File: src/rtl/reg_exchange_pkg.sv
// Shared definitions for the register exchange unit: command opcodes,
// FSM state encoding and the default data width.
// Optional build macro: SWAP_XOR_EN (XOR swap sequence, no temp registers).
package reg_exchange_pkg;

    localparam int WIDTH_DEF = 32;

    typedef enum logic [1:0] {
        OP_LOAD_A = 2'b00,
        OP_LOAD_B = 2'b01,
        OP_SWAP   = 2'b10,
        OP_READ   = 2'b11
    } op_e;

    // ST_SW3 is only reachable when SWAP_XOR_EN is defined.
    typedef enum logic [2:0] {
        ST_IDLE = 3'd0,
        ST_SW1  = 3'd1,
        ST_SW2  = 3'd2,
        ST_SW3  = 3'd3,
        ST_RESP = 3'd4
    } state_e;

endpackage

File: src/rtl/reg_exchange_unit_if.sv
// Command and response channels of the register exchange unit.
//   cmd_valid/cmd_ready/cmd_op/cmd_data : command channel (requester -> unit)
//   rsp_valid/rsp_ready/rsp_a/rsp_b     : response channel (unit -> requester)
// master = requester side, slave = exchange unit side.
interface reg_exchange_unit_if #(
    parameter int WIDTH = 32
) ();
    logic             cmd_valid;
    logic             cmd_ready;
    logic [1:0]       cmd_op;
    logic [WIDTH-1:0] cmd_data;
    logic             rsp_valid;
    logic             rsp_ready;
    logic [WIDTH-1:0] rsp_a;
    logic [WIDTH-1:0] rsp_b;

    modport master (
        output cmd_valid, cmd_op, cmd_data, rsp_ready,
        input  cmd_ready, rsp_valid, rsp_a, rsp_b
    );

    modport slave (
        input  cmd_valid, cmd_op, cmd_data, rsp_ready,
        output cmd_ready, rsp_valid, rsp_a, rsp_b
    );
endinterface

File: src/rtl/reg_exchange_unit_swap_datapath.sv
// Holds operand registers A and B (plus temps in the default build) and
// applies the per-state updates requested by the FSM.
// Optional build macro: SWAP_XOR_EN (three-step XOR swap, temps removed).
// Ports:
//   clk, rst_n   : clock, async active-low reset
//   state_i      : current FSM state
//   cmd_fire_i   : command accepted this cycle
//   op_i         : opcode of the command being accepted
//   data_i       : load operand
//   a_q_o, b_q_o : current A/B
//   a_d_o, b_d_o : A/B after this edge (used to capture the response)
module swap_datapath
    import reg_exchange_pkg::*;
#(
    parameter int WIDTH = WIDTH_DEF
) (
    input  logic             clk,
    input  logic             rst_n,
    input  state_e           state_i,
    input  logic             cmd_fire_i,
    input  op_e              op_i,
    input  logic [WIDTH-1:0] data_i,
    output logic [WIDTH-1:0] a_q_o,
    output logic [WIDTH-1:0] b_q_o,
    output logic [WIDTH-1:0] a_d_o,
    output logic [WIDTH-1:0] b_d_o
);
    logic [WIDTH-1:0] a_q, a_d;
    logic [WIDTH-1:0] b_q, b_d;
`ifndef SWAP_XOR_EN
    logic [WIDTH-1:0] temp_a_q, temp_a_d;
    logic [WIDTH-1:0] temp_b_q, temp_b_d;
`endif

    always_comb begin
        a_d = a_q;
        b_d = b_q;
`ifndef SWAP_XOR_EN
        temp_a_d = temp_a_q;
        temp_b_d = temp_b_q;
`endif
        if (cmd_fire_i && op_i == OP_LOAD_A) a_d = data_i;
        if (cmd_fire_i && op_i == OP_LOAD_B) b_d = data_i;
        case (state_i)
`ifdef SWAP_XOR_EN
            // Each step reads the values left by the previous one, so A==B
            // still ends up unchanged rather than cleared.
            ST_SW1: a_d = a_q ^ b_q;
            ST_SW2: b_d = a_q ^ b_q;
            ST_SW3: a_d = a_q ^ b_q;
`else
            ST_SW1: begin
                temp_a_d = a_q;
                temp_b_d = b_q;
            end
            ST_SW2: begin
                a_d = temp_b_q;
                b_d = temp_a_q;
            end
`endif
            default: ;
        endcase
    end

    always_ff @(posedge clk or negedge rst_n) begin
        if (!rst_n) begin
            a_q <= '0;
            b_q <= '0;
`ifndef SWAP_XOR_EN
            temp_a_q <= '0;
            temp_b_q <= '0;
`endif
        end else begin
            a_q <= a_d;
            b_q <= b_d;
`ifndef SWAP_XOR_EN
            temp_a_q <= temp_a_d;
            temp_b_q <= temp_b_d;
`endif
        end
    end

    assign a_q_o = a_q;
    assign b_q_o = b_q;
    assign a_d_o = a_d;
    assign b_d_o = b_d;
endmodule

File: src/rtl/reg_exchange_unit.sv
// Command-driven two-register exchange engine. Accepts LOAD_A, LOAD_B,
// SWAP and READ commands one at a time and returns the post-command A/B
// values on the response channel; every accepted command yields exactly
// one response.
// Optional build macro: SWAP_XOR_EN (SWAP uses SW1..SW3 XOR sequence).
// Ports:
//   clk   : rising-edge clock
//   rst_n : asynchronous active-low reset
//   bus   : command/response channels (slave modport)
//   busy  : high whenever the FSM is not idle
//
// state | meaning
// IDLE  | ready for a command
// SW1   | first swap step
// SW2   | second swap step (last step in default build)
// SW3   | third XOR swap step (SWAP_XOR_EN only)
// RESP  | response valid, waiting for rsp_ready
module reg_exchange_unit
    import reg_exchange_pkg::*;
#(
    parameter int WIDTH = WIDTH_DEF
) (
    input  logic                clk,
    input  logic                rst_n,
    reg_exchange_unit_if.slave  bus,
    output logic                busy
);
    state_e           state_q;
    logic             rsp_valid_q;
    logic [WIDTH-1:0] rsp_a_q;
    logic [WIDTH-1:0] rsp_b_q;
    logic             cmd_fire;
    op_e              op;
    logic [WIDTH-1:0] a_q, b_q, a_d, b_d;

    assign op       = op_e'(bus.cmd_op);
    assign cmd_fire = bus.cmd_valid && (state_q == ST_IDLE);

    swap_datapath #(.WIDTH(WIDTH)) u_dp (
        .clk        (clk),
        .rst_n      (rst_n),
        .state_i    (state_q),
        .cmd_fire_i (cmd_fire),
        .op_i       (op),
        .data_i     (bus.cmd_data),
        .a_q_o      (a_q),
        .b_q_o      (b_q),
        .a_d_o      (a_d),
        .b_d_o      (b_d)
    );

    // Response data is captured from the datapath next-values on the edge
    // that enters RESP, so it reflects the command's final A/B.
    always_ff @(posedge clk or negedge rst_n) begin
        if (!rst_n) begin
            state_q     <= ST_IDLE;
            rsp_valid_q <= 1'b0;
            rsp_a_q     <= '0;
            rsp_b_q     <= '0;
        end else begin
            case (state_q)
                ST_IDLE: begin
                    if (bus.cmd_valid) begin
                        if (op == OP_SWAP) begin
                            state_q <= ST_SW1;
                        end else begin
                            state_q     <= ST_RESP;
                            rsp_valid_q <= 1'b1;
                            rsp_a_q     <= a_d;
                            rsp_b_q     <= b_d;
                        end
                    end
                end
                ST_SW1: state_q <= ST_SW2;
`ifdef SWAP_XOR_EN
                ST_SW2: state_q <= ST_SW3;
                ST_SW3: begin
                    state_q     <= ST_RESP;
                    rsp_valid_q <= 1'b1;
                    rsp_a_q     <= a_d;
                    rsp_b_q     <= b_d;
                end
`else
                ST_SW2: begin
                    state_q     <= ST_RESP;
                    rsp_valid_q <= 1'b1;
                    rsp_a_q     <= a_d;
                    rsp_b_q     <= b_d;
                end
`endif
                ST_RESP: begin
                    if (bus.rsp_ready) begin
                        state_q     <= ST_IDLE;
                        rsp_valid_q <= 1'b0;
                    end
                end
                default: begin
                    state_q     <= ST_IDLE;
                    rsp_valid_q <= 1'b0;
                end
            endcase
        end
    end

    assign bus.cmd_ready = (state_q == ST_IDLE);
    assign bus.rsp_valid = rsp_valid_q;
    assign bus.rsp_a     = rsp_a_q;
    assign bus.rsp_b     = rsp_b_q;
    assign busy          = (state_q != ST_IDLE);

    // a_q/b_q are observed only through the response path.
    logic unused_ok;
    assign unused_ok = ^{a_q, b_q};
endmodule

File: src/flat_wrapper.sv
// flat-port wrapper written by rule: the top's interface ports become plain ports
module reg_exchange_unit_flat import reg_exchange_pkg::*;
#(
    parameter int WIDTH = WIDTH_DEF
)
  (clk, rst_n, busy, bus_cmd_valid, bus_cmd_op, bus_cmd_data, bus_rsp_ready, bus_cmd_ready, bus_rsp_valid, bus_rsp_a, bus_rsp_b);
  reg_exchange_unit_if #(.WIDTH(WIDTH)) bus_i ();
  input  logic clk;
  input  logic rst_n;
  output logic busy;
  input wire logic [$bits(bus_i.cmd_valid)-1:0] bus_cmd_valid;
  input wire logic [$bits(bus_i.cmd_op)-1:0] bus_cmd_op;
  input wire logic [$bits(bus_i.cmd_data)-1:0] bus_cmd_data;
  input wire logic [$bits(bus_i.rsp_ready)-1:0] bus_rsp_ready;
  output wire logic [$bits(bus_i.cmd_ready)-1:0] bus_cmd_ready;
  output wire logic [$bits(bus_i.rsp_valid)-1:0] bus_rsp_valid;
  output wire logic [$bits(bus_i.rsp_a)-1:0] bus_rsp_a;
  output wire logic [$bits(bus_i.rsp_b)-1:0] bus_rsp_b;
  assign bus_i.cmd_valid = bus_cmd_valid;
  assign bus_i.cmd_op = bus_cmd_op;
  assign bus_i.cmd_data = bus_cmd_data;
  assign bus_i.rsp_ready = bus_rsp_ready;
  assign bus_cmd_ready = bus_i.cmd_ready;
  assign bus_rsp_valid = bus_i.rsp_valid;
  assign bus_rsp_a = bus_i.rsp_a;
  assign bus_rsp_b = bus_i.rsp_b;
  reg_exchange_unit #(.WIDTH(WIDTH)) u_core (.clk(clk), .rst_n(rst_n), .bus(bus_i), .busy(busy));
endmodule
File: config.mk
export PLATFORM = sky130hd
export DESIGN_NAME = reg_exchange_unit_flat
export DESIGN_NICKNAME = d
export VERILOG_FILES = /design/src/rtl/reg_exchange_pkg.sv /design/src/rtl/reg_exchange_unit_if.sv /design/src/rtl/reg_exchange_unit_swap_datapath.sv /design/src/rtl/reg_exchange_unit.sv /design/src/flat_wrapper.sv
export SDC_FILE = /design/constraint.sdc
export NUM_CORES = 1
export LEC_CHECK = 0
export ABC_AREA = 1
export CORE_MARGIN = 10
export CORE_UTILIZATION = 30
export CTS_CLUSTER_DIAMETER = 60
export DETAILED_ROUTE_END_ITERATION = 10
export PLACE_DENSITY = 0.56
export SLEW_MARGIN = 20
export SYNTH_ARGS = -nofsm -noshare
export SYNTH_HDL_FRONTEND = slang
export SYNTH_HIERARCHICAL = 1
export SYNTH_SLANG_ARGS = --single-unit
File: constraint.sdc
create_clock -name clk -period 1.8 [get_ports clk]
set_input_delay 0.36 -clock clk [delete_from_list [all_inputs] [get_ports clk]]
set_output_delay 0.36 -clock clk [all_outputs]
set_load 0.02 [all_outputs]
Word-level counts from Yosys, hierarchy flattened
Index checks and enable logic that the tools add are counted.
Word-level totals
  bits in registers: 196
  input bits: 38
  output and inout bits: 67
  word-level logic and storage cells: 45
Operators by class
  reduce and logical (&&, ||, !) cells: 10
  bitwise logic cells: 1
  eq/ne operators: 8
  muxes and demuxes: 18
Operators with widths (count)
  $mux 32: 8
  $pmux 32 s2: 2
  $pmux 3 s4: 1
  $mux 3: 3
  $ne 2x2->1 const B: 3
  $pmux 1 s4: 1
  $reduce_and 4->1: 1
  $eq 3x1->1 const B: 1
  $eq 3x2->1 const B: 1
  $eq 3x3->1 const B: 1
  $logic_and 1x1->1: 3
  $logic_not 3->1: 1
  $mux 1: 3
  $reduce_and 3->1: 1
  $reduce_bool 3->1: 1
  $eq 2x1->1 const B: 1
  $eq 2x2->1 const B: 1
  $logic_not 2->1: 1
  $reduce_and 2->1: 1
  $reduce_bool 2->1: 1
  $not 1->1: 1

Longest topological paths before layout
Gate-level depths: netlist (run 1).
  depth in word-level cells: 8
  mapped depth: 10
  gate-level depth less buffers: 9

Cells and area by module
Netlist (run 1), hierarchy kept.
Modules (own cells, without submodules)
  swap_datapath: area each 5841.9 µm², cells each 732, times used 1, sequential area each 3203.1 µm²
  reg_exchange_unit: area each 2940.3 µm², cells each 301, times used 1, sequential area each 1701.6 µm²

Worst setup path before layout (run 1)
Ideal clock, no wire load.
  kind: register to register
  start point: register u_core.state_q[2]
  end point: register u_core.rsp_b_q[23], in the netlist u_core/bus.rsp_b[23]
  arrival time: 2.305 ns
  cell stages (with the launch flop): 11
  slack: -0.623 ns
  period minus slack after synthesis: 2.423 ns
  required time: 1.682 ns
  library setup time: 0.118 ns
  buffers on the path: 2
  cell sequence: dfrtp_1 > nor3_1 > inv_1 > nor2_1 > buf_2 > buf_2 > nand4_1 > nand3_1 > nand2_1 > inv_1 > o21ai_2
On the way
  word-level cells in the longest chain between the ends: 8
  elaborated cells on any way between the ends: 13
  those cells by class: eq/ne: 3; mux: 5; reduce/logical: 5
Ends and longest elaborated chain
  start: declaration: RTL line reg_exchange_unit.sv:28  | state_e state_q;
  start signal: assignment: RTL line reg_exchange_unit.sv:56  | state_q <= ST_IDLE;
  start signal: assignment: RTL line reg_exchange_unit.sv:65  | state_q <= ST_SW1;
  start signal: assignment: RTL line reg_exchange_unit.sv:67  | state_q <= ST_RESP;
  $logic_not 3->1 (*)
  via bus_cmd_ready: RTL line flat_wrapper.sv:15  | output wire logic [$bits(bus_i.cmd_ready)-1:0] bus_cmd_ready;
  $logic_and 1x1->1 (*): RTL line reg_exchange_unit.sv:37  | assign cmd_fire = bus.cmd_valid && (state_q == ST_IDLE);
  via u_core.cmd_fire: RTL line reg_exchange_unit.sv:32  | logic cmd_fire;
  $logic_and 1x1->1 (*): RTL line reg_exchange_unit_swap_datapath.sv:43  | if (cmd_fire_i && op_i == OP_LOAD_B) b_d = data_i;
  $mux 32 (*): RTL line reg_exchange_unit_swap_datapath.sv:43
  $mux 32 (*): RTL line reg_exchange_unit_swap_datapath.sv:44  | case (state_i)
  via u_core.b_d[23]: RTL line reg_exchange_unit.sv:34  | logic [WIDTH-1:0] a_q, b_q, a_d, b_d;
  $mux 32: RTL line reg_exchange_unit.sv:64  | if (op == OP_SWAP) begin
  $mux 32: RTL line reg_exchange_unit.sv:63  | if (bus.cmd_valid) begin
  $pmux 32 s2 (*): RTL line reg_exchange_unit.sv:61  | case (state_q)
  end signal: assignment: RTL line reg_exchange_unit.sv:59  | rsp_b_q <= '0;
  end signal: assignment: RTL line reg_exchange_unit.sv:70  | rsp_b_q <= b_d;
  end signal: assignment: RTL line reg_exchange_unit.sv:88  | rsp_b_q <= b_d;
  end: declaration: RTL line reg_exchange_unit.sv:31  | logic [WIDTH-1:0] rsp_b_q;
Mark *: on every way through the listed nets, which the timed path passes. The rest lies on a longest branch. The select of a mux whose other input is x is not followed.
A chain may end at the register's enable or synchronous reset.

Worst setup path after layout (run 1)
  start point: register u_core.state_q[1]
  end point: register u_core.rsp_a_q[29], in the netlist u_core/bus.rsp_a[29]
On the way
  word-level cells in the longest chain between the ends: 8
  elaborated cells on any way between the ends: 13
  those cells by class: eq/ne: 3; mux: 5; reduce/logical: 5
Ends and longest elaborated chain
  $logic_not 3->1 (*): RTL line reg_exchange_unit.sv:37
  $logic_and 1x1->1 (*): RTL line reg_exchange_unit.sv:37
  via u_core.cmd_fire: RTL line reg_exchange_unit.sv:32
  $logic_and 1x1->1 (*): RTL line reg_exchange_unit_swap_datapath.sv:42  | if (cmd_fire_i && op_i == OP_LOAD_A) a_d = data_i;
  $mux 32 (*): RTL line reg_exchange_unit_swap_datapath.sv:42
  $mux 32 (*): RTL line reg_exchange_unit_swap_datapath.sv:44
  via u_core.a_d[29]: RTL line reg_exchange_unit.sv:34
  $mux 32: RTL line reg_exchange_unit.sv:64
  $mux 32: RTL line reg_exchange_unit.sv:63
  $pmux 32 s2 (*): RTL line reg_exchange_unit.sv:61
  end signal: assignment: RTL line reg_exchange_unit.sv:58  | rsp_a_q <= '0;
  end signal: assignment: RTL line reg_exchange_unit.sv:69  | rsp_a_q <= a_d;
  end signal: assignment: RTL line reg_exchange_unit.sv:87  | rsp_a_q <= a_d;
  end: declaration: RTL line reg_exchange_unit.sv:30  | logic [WIDTH-1:0] rsp_a_q;
Marked as above.

==> metrics.yaml, run 1 <==
hold_viol_final: 0
synthCells: 1033
h-tree-depth: 4
synth-async-reset-ratio: 1.00
dr.pass1.iters: 5
crit_arrival_ns: 2.11
fillers: 2912
status: "finished, final reports clean"
min_period_over_period: 0.971
mappedNetlistArea_um2: 8780
area_delta_synth_final_pct: 27.9
hold-path-endpoint: "u_core/state_q[0]"
critPathMaxFanout: 5
dp.cells: 1497
hold_path.class: "input port to flop"
initial_utilization: 0.305
rows: 62
p_per_area_nw_per_um2: 1760
ff2ff_setup_slack_ns: 0.05
regArea_um2: 4910
cts_root_buffer: "clkbuf_16"
synthAdderAreaFrac: 0
synth_cell_types: 20
maxCapViolations: 0
antenna_found_initial: 0
finalSetupViolations: 0
synthSimpleGateAreaFrac: 0.231
synth_top_family_by_area: "simple AND/OR/NAND/NOR gates"
synth-seq-cells: 196
cts_made_buffers: 17
grt_overflow: 0
r2r-end: "u_core/bus.rsp_a[29]"
die-height_um: 191
regToRegStartpoint: "u_core/state_q[1]"
via_count: 6904
worstPathRequired_ns: 2.16
fin_tns_setup_ns: 0
worstHoldPathCells: 5
multiInputGateArea_um2: 2970
grt_pass1_vias: 6977
avgViaCountPerCell: 4.50
final_cells: 1535
slew_headroom: 0.615
synthMuxAreaShare: 0
cp-start-kind: "flop"
track_usage: 0.130
dominantRegCellSynth: "dfrtp_1"
worst_pin_slew_ns: 0.578
drive_gt1_frac: 0.150
yosysWarnings: 6
synth_edf_count: 0
drt_iter0_drc: 579
path_class: "flop to flop"
clkSlewWorstSetupHoldPaths_ns: 0.08
min_from: "bus_cmd_op[0]"
synth_fp_nets: 1071
clock_tree.buffer_depth: 2
nets: 1177
max_freq_mhz: 572
period_minus_slack_ns: 1.75
postSynthAreaPerCell_um2: 8.50
end_kind: "flop"
vdd_drop_max_mv: 0.690
drt-total-wl_um: 23500
gp_congestion: 0.759
rsz0062_at_grt: "true"
grt_pass1_wl_um: 38100
antenna_left: 0
synth-compound-area-share: 0.0923
dp_hpwl_um: 14800
ys_seq_area_frac: 0.558
skew_ns: 0.0113
reg2reg_depth: 11
wl_per_cell_um: 15.3
synth_xor_area_frac: 0
clk_latency_ns: 0.43
die_w_um: 191
dieArea_um2: 36500
p_leak_nw: 6.06
ios: 105
antenna_cells: 0
fp.coreArea_um2: 28800
io_buffers: 104
cts.sinks: 196
grt_max_degree: 87
cts_tree: "yes"
drc: 0
finalMaxSlewViolations: 0
-- cell usage after synthesis, types with 5 or more instances --
cell | number | area share
o21ai_0 | 82 | 0.047
inv_1 | 168 | 0.072
nand2_1 | 326 | 0.14
clkbuf_1 | 11 | 0.0047
buf_6 | 10 | 0.013
nand4_1 | 32 | 0.023
o21ai_2 | 44 | 0.044
nand3_1 | 97 | 0.055
buf_2 | 38 | 0.022
nand2_2 | 5 | 0.0036
dfrtp_1 | 196 | 0.56
nor2_1 | 8 | 0.0034
-- metrics by stage --
| stage | cell area, um2 | power (mW) | hold WS (ns) | setup slack (ns) | utilization |
|---|---|---|---|---|---|
| floorplan | 8810 | 13.0 | 0.0644 | -0.0146 | - |
| global route | 11200 | 21.5 | 0.491 | -0.0949 | 0.390 |
| global placement | 10400 | 16.0 | 0.411 | -0.165 | 0.362 |
| detailed placement | 10400 | 16.1 | 0.402 | -0.186 | 0.362 |
| CTS | 11000 | 19.8 | 0.434 | -0.0526 | 0.381 |
| finish | 11200 | 19.7 | 0.468 | 0.0530 | 0.390 |
-- worst max-delay path: stages, from the launching register on --
cell and delay [ns]:
dfrtp_1 0.41, nor3_4 0.22, inv_2 0.07, nor2_4 0.12
buf_12 0.14, nand2_4 0.11, clkbuf_16 0.19, nand2_1 0.06
nand3_1 0.07, nand2_2 0.09, inv_1 0.04, o21ai_0 0.14
-- cell families after synthesis --
group                  count (synthesis)
AND/OR/NAND/NOR                      474
buffers and inverters                234
flip-flops                           196
AO/OA/AOI/OAI                        129
-- flip-flops by register name, indices dropped and copies added, names as in the netlist --
register              flops
u_core/bus.rsp_valid      1
u_core/bus.rsp_a         32
u_core/state_q            3
u_core/u_dp/temp_b_q     32
u_core/u_dp/b_q_o        32
u_core/u_dp/a_q_o        32
u_core/bus.rsp_b         32
u_core/u_dp/temp_a_q     32
-- metal layers --
| layer | up-vias | part of all wire | routed length, um | track usage |
|---|---|---|---|---|
| li1 | 3412 | - | - | - |
| met1 | 3288 | 0.48 | 11300 | 0.181 |
| met2 | 196 | 0.45 | 10500 | 0.198 |
| met3 | 8 | 0.066 | 1560 | 0.0337 |
| met4 | 0 | 0.0050 | 117 | 0.0285 |
| met5 | - | 0 | 0 | 0 |
-- timing repair --
action,CTS,global route
setup endpoints to repair,32,92
resized for setup,36,76
hold endpoints to repair,51,0
cloned,0,3
pin swaps,0,6
buffers inserted,0,3
hold buffers,1,0
-- how the worst max path moves through the flow --
stage / from / cells after the start / to
6_report: u_core/state_q[1] / 11 / u_core/bus.rsp_a[29]
5_1_grt: u_core/state_q[1] / 11 / u_core/bus.rsp_b[1]
4_1_cts: u_core/state_q[1] / 3 / bus_cmd_ready
3_5_place_dp: bus_cmd_valid / 9 / u_core/bus.rsp_b[12]
3_3_place_gp: bus_cmd_valid / 9 / u_core/bus.rsp_b[19]
2_1_floorplan: u_core/state_q[1] / 10 / u_core/bus.rsp_b[10]
-- final cells by class --
class                           count  area share
Clock buffer                       19      0.0403
Clock inverter                     12      0.0120
Inverter                          170      0.0571
Multi-Input combinational cell    603       0.264
Sequential cell                   196       0.437
Tap cell                          384      0.0428
Timing Repair Buffer              151       0.147
-- where the power goes --
| group | total, mW | internal (mW) | leakage (nW) | switching, mW |
|---|---|---|---|---|
| combinational | 8.35 | 3.25 | 3.44 | 5.11 |
| clock | 3.86 | 2.04 | 0.288 | 1.82 |
| sequential | 7.53 | 6.55 | 2.32 | 0.974 |
| total | 19.7 | 11.8 | 6.06 | 7.90 |
-- cells in the final DEF, fill, tap and decap left out, types with 4 or more instances in the layout --
master / n
dlymetal6s2s_1: 25
nand2_1: 303
clkdlybuf4s50_1: 45
dfrtp_1: 195
clkbuf_16: 19
buf_4: 23
nor2_1: 7
o21ai_0: 72
nand4_1: 32
o21ai_2: 44
inv_8: 4
inv_2: 7
nand3_1: 93
dlygate4sd2_1: 30
buf_12: 14
buf_6: 7
o21ai_1: 13
nand2_2: 27
inv_1: 162
nand3_2: 4
Note: power is estimated with default switching activity, not from simulation.
==> run 2: changes to the inputs <==
--- a/config.mk
+++ b/config.mk
@@ -6,6 +6,7 @@
 export NUM_CORES = 1
 export LEC_CHECK = 0
 export ABC_AREA = 1
+export CAP_MARGIN = 20
 export CORE_MARGIN = 10
 export CORE_UTILIZATION = 30
 export CTS_CLUSTER_DIAMETER = 60
==> results of run 2 <==
The final DEF is identical to that of run 1; final timing and power are the same.
==> run 3: changes to the inputs <==
--- a/config.mk
+++ b/config.mk
@@ -5,12 +5,13 @@
 export SDC_FILE = /design/constraint.sdc
 export NUM_CORES = 1
 export LEC_CHECK = 0
-export ABC_AREA = 1
+export ABC_AREA = 0
 export CAP_MARGIN = 20
 export CORE_MARGIN = 10
 export CORE_UTILIZATION = 30
 export CTS_CLUSTER_DIAMETER = 60
 export DETAILED_ROUTE_END_ITERATION = 10
+export MAX_ROUTING_LAYER = met4
 export PLACE_DENSITY = 0.56
 export SLEW_MARGIN = 20
 export SYNTH_ARGS = -nofsm -noshare
==> run 3 against run 2 <==
Effect of this change:
- the run now ends with setup timing left
- combinational power shrank 2%
- worst setup slack got worse by 0.23 ns
- global-route usage is essentially flat
- first-iteration DRC count fell by 30%
- synthesized cell count down 43%
- final cell count decreased by 29%
- clock-buffer cell count shrank 2
- wire length fell by 5.4%
- sequential share of layout area down 2.1 points
- critical path depth shrank 4
- via count is 23% lower
- sequential power grew 6.6%
- critical path type unchanged
- largest cell class unchanged
==> metrics.yaml, run 3 <==
antenna_found_initial: 2  # +2
dominantRegCellSynth: "dfrtp_1"
status: "finished, violations left"
finalMaxSlewViolations: 0  # unchanged
synthTopCellsByCount: "dfrtp_1, nand2_1, a21oi_1, a2bb2oi_1, mux2_1"
grt_max_degree: 61  # -30%
clock_tree.buffer_depth: 2  # unchanged
dp_hpwl_um: 12700  # -15%
area_delta_synth_final_pct: 45.8
dieArea_um2: 34000  # -7.0%
finalSetupViolations: 138  # +138
critPathMaxFanout: 16  # +11
grt_overflow: 0  # unchanged
yosysWarnings: 6  # unchanged
fillers: 2427  # -17%
worst_pin_slew_ns: 0.485  # -0.0930 ns
io_buffers: 104  # unchanged
utilization: 0.442  # +0.0515
die-height_um: 184  # -3.6%
path_class: "flop to flop"
drc: 0  # unchanged
synth_fp_nets: 623  # -42%
maxCapViolations: 0  # unchanged
crit_arrival_ns: 2.29  # +0.18 ns
track_usage: 0.130  # about the same
ys_seq_area_frac: 0.606  # +0.0474
rows: 60  # -3.2%
cts_made_buffers: 17  # unchanged
max_freq_mhz: 506  # -12%
synth_edf_count: 0  # unchanged
cts_tree: "yes"
ff2ff_setup_slack_ns: -0.18  # -0.23 ns
worst_slack_ns: -0.177  # -0.230 ns
final_cell_mix: "dfrtp_1, mux2_1, a2bb2oi_2"
cts.sinks: 196  # unchanged
p_per_area_nw_per_um2: 1720  # -2.0%
drt_iter0_drc: 408  # -30%
synth-async-reset-ratio: 1.00  # unchanged
via_count: 5290  # -23%
synth_cell_types: 26  # +30%
crit_end: "u_core/bus.rsp_a[6]"
cp-start-kind: "flop"
synth.most_common_cell: "dfrtp_1"
place_ws_ns: -0.521  # -0.335 ns
power.total_mw: 20.3  # +3.1%
nets: 774  # -34%
mappedNetlistArea_um2: 8100  # -7.8%
worstPathRequired_ns: 2.12  # -0.04 ns
initial_utilization: 0.303  # -0.00224
wl_per_cell_um: 20.3  # +33%
regToRegStartpoint: "u_core/state_q[1]"
clkSlewWorstSetupHoldPaths_ns: 0.08  # about the same
drive_gt1_frac: 0.415  # +0.265
worstSetupStartpoint: "u_core/state_q[1]"
antenna_left: 0  # unchanged
synth-seq-cells: 196  # unchanged
synth_top_area_frac: 0.606  # +0.0474
r2r-end: "u_core/bus.rsp_a[6]"
gp_congestion: 0.701  # -7.6%
slew_headroom: 0.677  # +0.0620
hold_viol_final: 0  # unchanged
vdd_drop_max_mv: 0.750  # +8.7%
grt_pass1_vias: 5678  # -19%
avgViaCountPerCell: 4.84  # +7.6%
h-tree-depth: 4  # unchanged
hold_path.class: "input port to asynchronous set/reset pin"
reg2reg_depth: 7  # -4
clk_latency_ns: 0.44  # about the same
synth_largest_area_cell: "dfrtp_1"
period_minus_slack_ns: 1.98  # +0.230 ns
yosys-top-cells-area: "dfrtp_1, mux2_1, mux2_4"
min_period_over_period: 1.10  # +0.128
end_kind: "flop"
synthCells: 585  # -43%
dr.pass1.iters: 4  # -1
die_w_um: 184  # -3.6%
fp.coreArea_um2: 26700  # -7.1%
ios: 105  # unchanged
p_leak_nw: 5.62  # -7.2%
cts_root_buffer: "clkbuf_16"
violations: "setup timing"
grt_pass1_wl_um: 33300  # -13%
skew_ns: 0.0110  # -0.000261 ns
drt-total-wl_um: 22200  # -5.4%
layout_commonest_cell: "dfrtp_1"
rsz0062_at_grt: "true"
postSynthAreaPerCell_um2: 13.8  # +63%
[run 3: cell types whose count changed in the layout (fill, tap and decap cells not counted), sizes merged, moves of 19 or more]
cell / change
buf: +19
a21oi: +64
a2bb2oi: +64
o21ai: -129
nand3: -99
mux2: +128
nand2: -264
nand4: -32
inv: -170
[run 3: area by class of cell]
type,instances,area (um2),share of cell area
inverter,3,11.3,0.000954
tap,341,427,0.0361
sequential,196,4910,0.416
antenna,3,7.51,0.000636
timing repair buffer,173,2010,0.170
clock buffer,17,425,0.0360
clock inverter,15,204,0.0173
multi-input combinational,345,3810,0.323
[run 3: repair_timing]
item | CTS | global route
hold buffers | 1 | 0
hold endpoints to repair | 33 | 0
setup endpoints to repair | 110 | 136
gates resized for setup | 138 | 137
pin swaps | 3 | 66
gates cloned | 3 | 5
setup buffers | 4 | 16
[run 3: through the flow]
step | std cells | setup TNS, ns | hold slack, ns | instance area [um2]
floorplan | 585 | -12.13 | 0.0644 | 8110
global placement | 1031 | -42.01 | 0.321 | 9790
detailed placement | 1031 | -42.69 | 0.322 | 9790
CTS | 1071 | -5.07 | 0.427 | 11000
global route | 1092 | -20.72 | 0.460 | 11800
finish | 1093 | -12.23 | 0.429 | 11800
[run 3: metal layers]
metal,vias up,global-route usage,part of all wire
met1,2760,0.179,0.48
li1,2418,-,-
met3,14,0.0327,0.050
met2,98,0.183,0.45
met4,0,0.0397,0.011
met5,-,-,0
[run 3: how the worst min path moves through the flow]
stage,cells after the start,end,slack (ns),from
5_1_grt,2,u_core/u_dp/temp_b_q[15],0.46,rst_n
2_1_floorplan,0,u_core/bus.rsp_a[0],0.06,rst_n
3_5_place_dp,1,u_core/u_dp/a_q_o[14],0.32,rst_n
4_1_cts,2,u_core/u_dp/a_q_o[14],0.43,rst_n
6_report,2,u_core/bus.rsp_b[9],0.43,rst_n
3_3_place_gp,1,u_core/u_dp/a_q_o[12],0.32,rst_n
[run 3: worst max-delay path, stage by stage, from the launching register on]
cell	delay (ns)
dfrtp_2	0.43
nor3_4	0.21
and2_4	0.18
or3b_4	0.41
buf_12	0.18
nand2_1	0.10
a2bb2oi_2	0.07
mux2_4	0.27
[run 3: cells by family (layout without fill, tap and decap cells)]
| family | Yosys count | count (layout) | synth area share |
|---|---|---|---|
| flip-flops | 196 | 196 | 0.606 |
| AND/OR/NAND/NOR | 86 | 86 | 0.0470 |
| buffers and inverters | 44 | 208 | 0.0393 |
| multiplexers | 128 | 128 | 0.196 |
| AO/OA/AOI/OAI | 131 | 131 | 0.112 |
| other | 0 | 3 | 0 |
[run 3: report_power, final]
group / internal (mW) / switching [mW] / total, mW
logic: 4.79 / 3.41 / 8.21
clock network: 2.34 / 1.76 / 4.11
registers: 6.53 / 1.50 / 8.03
total: 13.7 / 6.68 / 20.3
